### config.mk
export PLATFORM = sky130hd
export DESIGN_NAME = road_input_conditioner_flat
export DESIGN_NICKNAME = d
export VERILOG_FILES = /design/src/rtl/road_input_conditioner_if.sv /design/src/rtl/road_input_conditioner.sv /design/src/flat_wrapper.sv
export SDC_FILE = /design/constraint.sdc
export NUM_CORES = 1
export LEC_CHECK = 0
export ABC_AREA = 1
export CAP_MARGIN = 0
export CORE_MARGIN = 1.5
export CORE_UTILIZATION = 24
export CTS_CLUSTER_SIZE = 28
export DETAILED_ROUTE_END_ITERATION = 12
export GPL_ROUTABILITY_DRIVEN = 0
export PLACE_DENSITY = 0.36
export SYNTH_ARGS = -nofsm -noshare
export SYNTH_HDL_FRONTEND = slang
export SYNTH_SLANG_ARGS = --single-unit
### constraint.sdc
create_clock -name clk -period 1.6 [get_ports clk]
set_clock_uncertainty 0.15 [all_clocks]
set_input_delay 0.4 -clock clk [delete_from_list [all_inputs] [get_ports clk]]
set_output_delay 0.4 -clock clk [all_outputs]
set_load 0.02 [all_outputs]
### src/rtl/road_input_conditioner_if.sv
// Sensor/walk bundle between the raw-input side and the intersection controller.
// master drives raw inputs and acknowledges; slave (the conditioner) returns levels and requests.
interface road_input_conditioner_if;
    logic sensor_raw;
    logic walk_raw;
    logic sensor_ack;
    logic walk_ack;
    logic sensor_level;
    logic sensor_req;
    logic walk_req;
    logic walk_busy;

    modport master (
        output sensor_raw, walk_raw, sensor_ack, walk_ack,
        input  sensor_level, sensor_req, walk_req, walk_busy
    );

    modport slave (
        input  sensor_raw, walk_raw, sensor_ack, walk_ack,
        output sensor_level, sensor_req, walk_req, walk_busy
    );
endinterface

### src/rtl/road_input_conditioner.sv
// Sync -> debounce -> rise detect -> request latch per channel; request sets DEBOUNCE_CYCLES+3 edges after a clean raw change.
// Optional walk re-arm lockout after a walk grant is built when WALK_HOLDOFF_EN is defined.
module road_input_conditioner #(
    parameter int DEBOUNCE_CYCLES = 1000,
    parameter int HOLDOFF_CYCLES  = 5000
) (
    input  logic                      clk,
    input  logic                      reset,
    road_input_conditioner_if.slave   bus
);
    localparam int CW = $clog2(DEBOUNCE_CYCLES + 1);
    localparam logic [CW-1:0] DB_LAST = CW'(DEBOUNCE_CYCLES - 1);

    typedef enum logic {IDLE, PENDING} req_state_t;

    // Bit 0 is the sensor channel, bit 1 the walk channel.
    logic [1:0]    s1, s2, stable, stable_d, rise;
    logic [CW-1:0] db_cnt [2];
    req_state_t    sens_state, sens_next, walk_state, walk_next;
    logic          walk_busy_int;

    always_ff @(posedge clk or negedge reset) begin
        if (!reset) begin
            s1        <= '0;
            s2        <= '0;
            stable    <= '0;
            stable_d  <= '0;
            db_cnt[0] <= '0;
            db_cnt[1] <= '0;
        end else begin
            s1       <= {bus.walk_raw, bus.sensor_raw};
            s2       <= s1;
            stable_d <= stable;
            for (int i = 0; i < 2; i++) begin
                if (s2[i] == stable[i]) begin
                    db_cnt[i] <= '0;
                end else if (db_cnt[i] == DB_LAST) begin
                    stable[i] <= s2[i];
                    db_cnt[i] <= '0;
                end else begin
                    db_cnt[i] <= db_cnt[i] + CW'(1);
                end
            end
        end
    end

    assign rise = stable & ~stable_d;

    always_ff @(posedge clk or negedge reset) begin
        if (!reset) begin
            sens_state <= IDLE;
            walk_state <= IDLE;
        end else begin
            sens_state <= sens_next;
            walk_state <= walk_next;
        end
    end

    // A rise in the same cycle as an ack keeps the request pending.
    always_comb begin
        sens_next = sens_state;
        walk_next = walk_state;
        case (sens_state)
            IDLE:    if (rise[0]) sens_next = PENDING;
            PENDING: if (!rise[0] && bus.sensor_ack) sens_next = IDLE;
        endcase
        case (walk_state)
            IDLE:    if (rise[1] && !walk_busy_int) walk_next = PENDING;
            PENDING: if (!rise[1] && bus.walk_ack) walk_next = IDLE;
        endcase
    end

`ifdef WALK_HOLDOFF_EN
    localparam int HW = $clog2(HOLDOFF_CYCLES + 1);

    logic [HW-1:0] hold_cnt;
    logic          busy_q;
    logic          walk_ack_taken;

    assign walk_ack_taken = (walk_state == PENDING) && !rise[1] && bus.walk_ack;

    // Only a grant that actually retires a pending walk arms the lockout.
    always_ff @(posedge clk or negedge reset) begin
        if (!reset) begin
            hold_cnt <= '0;
            busy_q   <= 1'b0;
        end else if (walk_ack_taken) begin
            hold_cnt <= HW'(HOLDOFF_CYCLES);
            busy_q   <= (HOLDOFF_CYCLES != 0);
        end else if (busy_q) begin
            hold_cnt <= hold_cnt - HW'(1);
            if (hold_cnt == HW'(1)) busy_q <= 1'b0;
        end
    end

    assign walk_busy_int = busy_q;
`else
    assign walk_busy_int = 1'b0;
`endif

    assign bus.sensor_level = stable[0];
    assign bus.sensor_req   = (sens_state == PENDING);
    assign bus.walk_req     = (walk_state == PENDING);
    assign bus.walk_busy    = walk_busy_int;
endmodule

### src/flat_wrapper.sv
// flat-port wrapper written by rule: the top's interface ports become plain ports
module road_input_conditioner_flat 
#(
    parameter int DEBOUNCE_CYCLES = 1000,
    parameter int HOLDOFF_CYCLES  = 5000
)
  (clk, reset, bus_sensor_raw, bus_walk_raw, bus_sensor_ack, bus_walk_ack, bus_sensor_level, bus_sensor_req, bus_walk_req, bus_walk_busy);
  road_input_conditioner_if bus_i ();
  input  logic clk;
  input  logic reset;
  input wire logic [$bits(bus_i.sensor_raw)-1:0] bus_sensor_raw;
  input wire logic [$bits(bus_i.walk_raw)-1:0] bus_walk_raw;
  input wire logic [$bits(bus_i.sensor_ack)-1:0] bus_sensor_ack;
  input wire logic [$bits(bus_i.walk_ack)-1:0] bus_walk_ack;
  output wire logic [$bits(bus_i.sensor_level)-1:0] bus_sensor_level;
  output wire logic [$bits(bus_i.sensor_req)-1:0] bus_sensor_req;
  output wire logic [$bits(bus_i.walk_req)-1:0] bus_walk_req;
  output wire logic [$bits(bus_i.walk_busy)-1:0] bus_walk_busy;
  assign bus_i.sensor_raw = bus_sensor_raw;
  assign bus_i.walk_raw = bus_walk_raw;
  assign bus_i.sensor_ack = bus_sensor_ack;
  assign bus_i.walk_ack = bus_walk_ack;
  assign bus_sensor_level = bus_i.sensor_level;
  assign bus_sensor_req = bus_i.sensor_req;
  assign bus_walk_req = bus_i.walk_req;
  assign bus_walk_busy = bus_i.walk_busy;
  road_input_conditioner #(.DEBOUNCE_CYCLES(DEBOUNCE_CYCLES), .HOLDOFF_CYCLES(HOLDOFF_CYCLES)) u_core (.clk(clk), .reset(reset), .bus(bus_i));
endmodule
After elaboration in Yosys (flattened, before gate mapping)
Index checks and enable logic that the tools add are counted.

Output and inout port bits: 4. Input port bits: 6. Flip-flop bits (word level): 30.

Multiplexer cells: 10. $add $sub $neg: 2. Bitwise gates (word level): 6. Equality and inequality tests: 4. Reduce and logical (&&, ||, !) cells: 6.

Operators with widths (number): $mux 10 (4); $add 10x1->10 const B (2); $eq 10x10->1 const B (2); $mux 1 (4); $not 1->1 (4); $pmux 1 s2 (2); $reduce_and 2->1 (2); $and 2x2->2 (1); $eq 1x1->1 (2); $logic_and 1x1->1 (2); $logic_not 1->1 (2); $not 2->2 (1).

Depth between registers and ports, before layout
Depth in word-level cells: 6. Mapped depth: 6.

Worst setup path after synthesis
OpenSTA, ideal clock, no wires.

Path kind: reg-to-reg. Start: register u_core.db_cnt[10] (netlist name). End: register u_core.db_cnt[16] (netlist name). Library setup time: 121 ps. Arrival time: 1044 ps. Stages on the path, launching flop included: 7. Required time: 1329 ps. Buffers on the path: 0. Path slack: 285 ps. Path through: dfrtp_1 -> ha_1 -> nand2_2 -> nor2_4 -> nand3_2 -> nand2_2 -> nor2_1.

Word-level cells in the longest chain between the ends: 3. Elaborated cells between the ends (all ways): 4. Classes of those cells: add/sub (1); eq/ne (1); mux (2).

RTL lines: start: declaration (line road_input_conditioner.sv:18) `logic [CW-1:0] db_cnt [2];`; start signal: indexed assignment (line road_input_conditioner.sv:41) `db_cnt[i] <= db_cnt[i] + CW'(1);`; $add 10x1->10 or $eq 10x10->1 (tied branches) (line road_input_conditioner.sv:41, road_input_conditioner.sv:37); $mux 10 (*) (line road_input_conditioner.sv:37) `end else if (db_cnt[i] == DB_LAST) begin`; $mux 10 (*) (line road_input_conditioner.sv:35) `if (s2[i] == stable[i]) begin`.

Mark *: on every way between the ends. The rest lies on a longest branch, timed or not. A chain may end at the register's enable or synchronous reset.

Worst setup path in the final report
Start: register u_core.walk_state (netlist: u_core.bus.walk_req). End: output port bus_walk_req.

RTL lines: start: declaration (line road_input_conditioner.sv:19) `req_state_t sens_state, sens_next, walk_state, walk_next;`; start signal: assignment (line road_input_conditioner.sv:55) `walk_state <= walk_next;`; end: declaration (line flat_wrapper.sv:17) `output wire logic [$bits(bus_i.walk_req)-1:0] bus_walk_req;`.

No word-level cell between the ends.

==> flow_summary.toml <==
[timing]
post-route-min-period_ns = 1.53
slew_violations = 0
max_freq_mhz = 655
hold_viol = 0
period_share = 0.953
rsz0062_at_grt = "no"
setup_tns_ns = 0
setup_viol = 0

[hold_path]
hold_path.class = "flip-flop to flip-flop"

[logic_synthesis]
synth_cells = 153
synthArstFlopShare = 1.00
synthDistinctLibCells = 25
synth_area_leaders = "dfrtp_1 (54%), nor2_1 (8.7%), inv_1 (6.0%), nand2_1 (6.0%), nand3_1 (4.7%)"
synth-edff-count = 0
syn_area_per_cell_um2 = 9.00
netlist_area_um2 = 1380
synth-seq-area-share = 0.545
synth_seq_cells = 30
ys_warn_count = 0
yosysMostFrequentCell = "nor2_1"
synthFlopType = "dfrtp_1"
syn-num-nets = 161
synth_commonest_cells = "nor2_1 (32), dfrtp_1 (30), inv_1 (22), nand2_1 (22), nand3_1 (13)"
yosysTopAreaCell = "dfrtp_1"
post-synth-top-area-fraction = 0.545

[placement]
port_buffers = 8
placedCellCount = 234
dpl_cell_area_um2 = 1570
dp_hpwl_mm = 1.83

[layout]
diodes = 0
finalNonFillerCells = 242
stdcell_area_um2 = 1660
drive_above_1_share = 0.124
final_nets = 177
nFillCells = 587
area_growth_pct = 20.5
fin_util = 0.302

[floorplanning]
die_h_um = 78.8
die_area_um2 = 6200
fp-row-count = 27
die_w_um = 78.8
ios = 10
core_area_um2 = 5510
initial_core_util = 0.250

[drt]
drt_iter0_drc = 60
firstDrtPassIters = 4
ant_nets = 0
via_count = 991
drc_errors = 0
routedWlPerCell_um = 10.2
via_per_inst = 4.10
routed_wirelength_mm = 2.48

[clocking]
cts_hold_buf = 0
clkTransAtPathRegs_ns = 0.06
post_cts_buffers = 0
ctsRootBufferMaster = "clkbuf_8"
cts_num_sinks = 30
cts_buffer_depth = 2
cts_resized = 3
cts_tree = "done"
htreeDepth = 2
numCtsBuffers = 5
clock_latency_ns = 0.28

[setup_path]
crit_fanout = 2
cp-start-kind = "flip-flop"
critPathArrivalTime_ns = 0.98
required_ns = 1.05
cp_slowest_cell = "dfrtp_1"
critPathTopFamily = "flip-flops"
crit_buf_inv = 1
critPathKind = "flip-flop to output port"
cp_cell_sequence = "dlygate4sd2_1"
worst_path_largest_cell_delay_ns = 0.37
worst_setup_path_end_kind = "output port"

[global_routing]
grt_usage = 0.0941
grt_max_degree = 31
grt.overflow.total = 0
antenna_found_initial = 0
grt_pass1_vias = 960
grt_pass1_wl_mm = 4.28

[flow_run]
cap_violations = 0

[outcome]
status = "completed"

[power]
p_leak_nw = 0.765
power_density_nw_per_um2 = 891
max-vdd-ir-drop_uv = 495
## final timing paths
| check | slack, ns | startpoint | cells past startpoint | to |
|---|---|---|---|---|
| max reg2reg | 0.15 | u_core.db_cnt[10] | 6 | u_core.db_cnt[16] |
| min reg2reg | 0.20 | u_core.s1[1] | 0 | u_core.s2[1] |
| min in group asynchronous | 0.34 | reset | 2 | u_core.db_cnt[8] |
| min | 0.20 | u_core.s1[1] | 0 | u_core.s2[1] |
| max | 0.07 | u_core.bus.walk_req | 1 | bus_walk_req |
| max in group asynchronous | 0.80 | reset | 2 | u_core.db_cnt[0] |
## flip-flops by register name, indices dropped and copies added, names as in the netlist
| signal | flops |
|---|---|
| u_core.bus.walk_req | 1 |
| u_core.bus.sensor_req | 1 |
| u_core.stable | 2 |
| u_core.db_cnt | 20 |
| u_core.s2 | 2 |
| u_core.s1 | 2 |
| u_core.stable_d | 2 |
## through the flow
step | setup slack [ns] | hold WS, ns | power, mW
after CTS | 0.0518 | 0.205 | 1.52
after floorplan | 0.285 | -0.0456 | 0.837
after detailed placement | 0.110 | 0.192 | 0.879
after global placement | 0.129 | 0.187 | 0.877
after global routing | 0.0244 | 0.219 | 1.57
final | 0.0744 | 0.199 | 1.48
## routing by layer
metal,vias up,share of wire,track usage
met4,0,0.036,0.0696
li1,506,-,-
met5,-,0,0
met2,18,0.49,0.149
met1,458,0.43,0.102
met3,9,0.041,0.0356
## kinds of logic (layout without fill, tap and decap cells)
| family | Yosys count | after routing | share of synthesized area |
|---|---|---|---|
| simple gates | 79 | 79 | 0.270 |
| compound gates | 10 | 10 | 0.0427 |
| fa+ha+maj | 2 | 2 | 0.0182 |
| xor+xnor | 8 | 8 | 0.0563 |
| flops | 30 | 30 | 0.545 |
| buf+inv | 23 | 40 | 0.0654 |
| other cells | 1 | 1 | 0.00272 |
## final cells by class
class	count	area, µm²	share of cell area
clock inverters	1	5.00	0.00301
flip-flops and latches	30	751	0.452
clock buffers	7	86.3	0.0520
well taps	72	90.1	0.0543
repair buffers	10	104	0.0625
inverters	22	82.6	0.0497
multi-input cells	100	542	0.326
## cell usage in the layout (no fill, tap or decap)
master | synthesis | routed
buf_4 | 1 | 1
conb_1 | 1 | 1
ha_1 | 2 | 2
a21oi_1 | 4 | 4
o21ai_1 | 1 | 1
xor2_2 | 1 | 1
a21oi_2 | 1 | 1
nand3_1 | 13 | 12
clkbuf_8 | 0 | 6
nor2_1 | 32 | 32
nand4_1 | 1 | 1
inv_1 | 22 | 22
o22ai_1 | 2 | 2
a21o_1 | 1 | 1
nor3b_2 | 2 | 2
buf_12 | 0 | 1
nor3_1 | 1 | 1
dlygate4sd2_1 | 0 | 3
nand3b_1 | 1 | 1
nand2_1 | 22 | 22
xor2_1 | 5 | 5
o21ai_0 | 1 | 1
nor2_4 | 1 | 1
dfrtp_1 | 30 | 30
nor3_2 | 1 | 1
clkinv_2 | 0 | 1
clkbuf_1 | 0 | 1
nand2_2 | 3 | 3
xnor2_1 | 2 | 2
clkdlybuf4s50_1 | 0 | 5
nand3_2 | 2 | 3
## power breakdown
group          total (mW)  internal, mW  switching, mW
Combinational      0.0726        0.0308         0.0418
Sequential          0.788         0.776         0.0121
Clock               0.619         0.346          0.273
Total                1.48          1.15          0.327
Power figures use the tool's default switching activity.
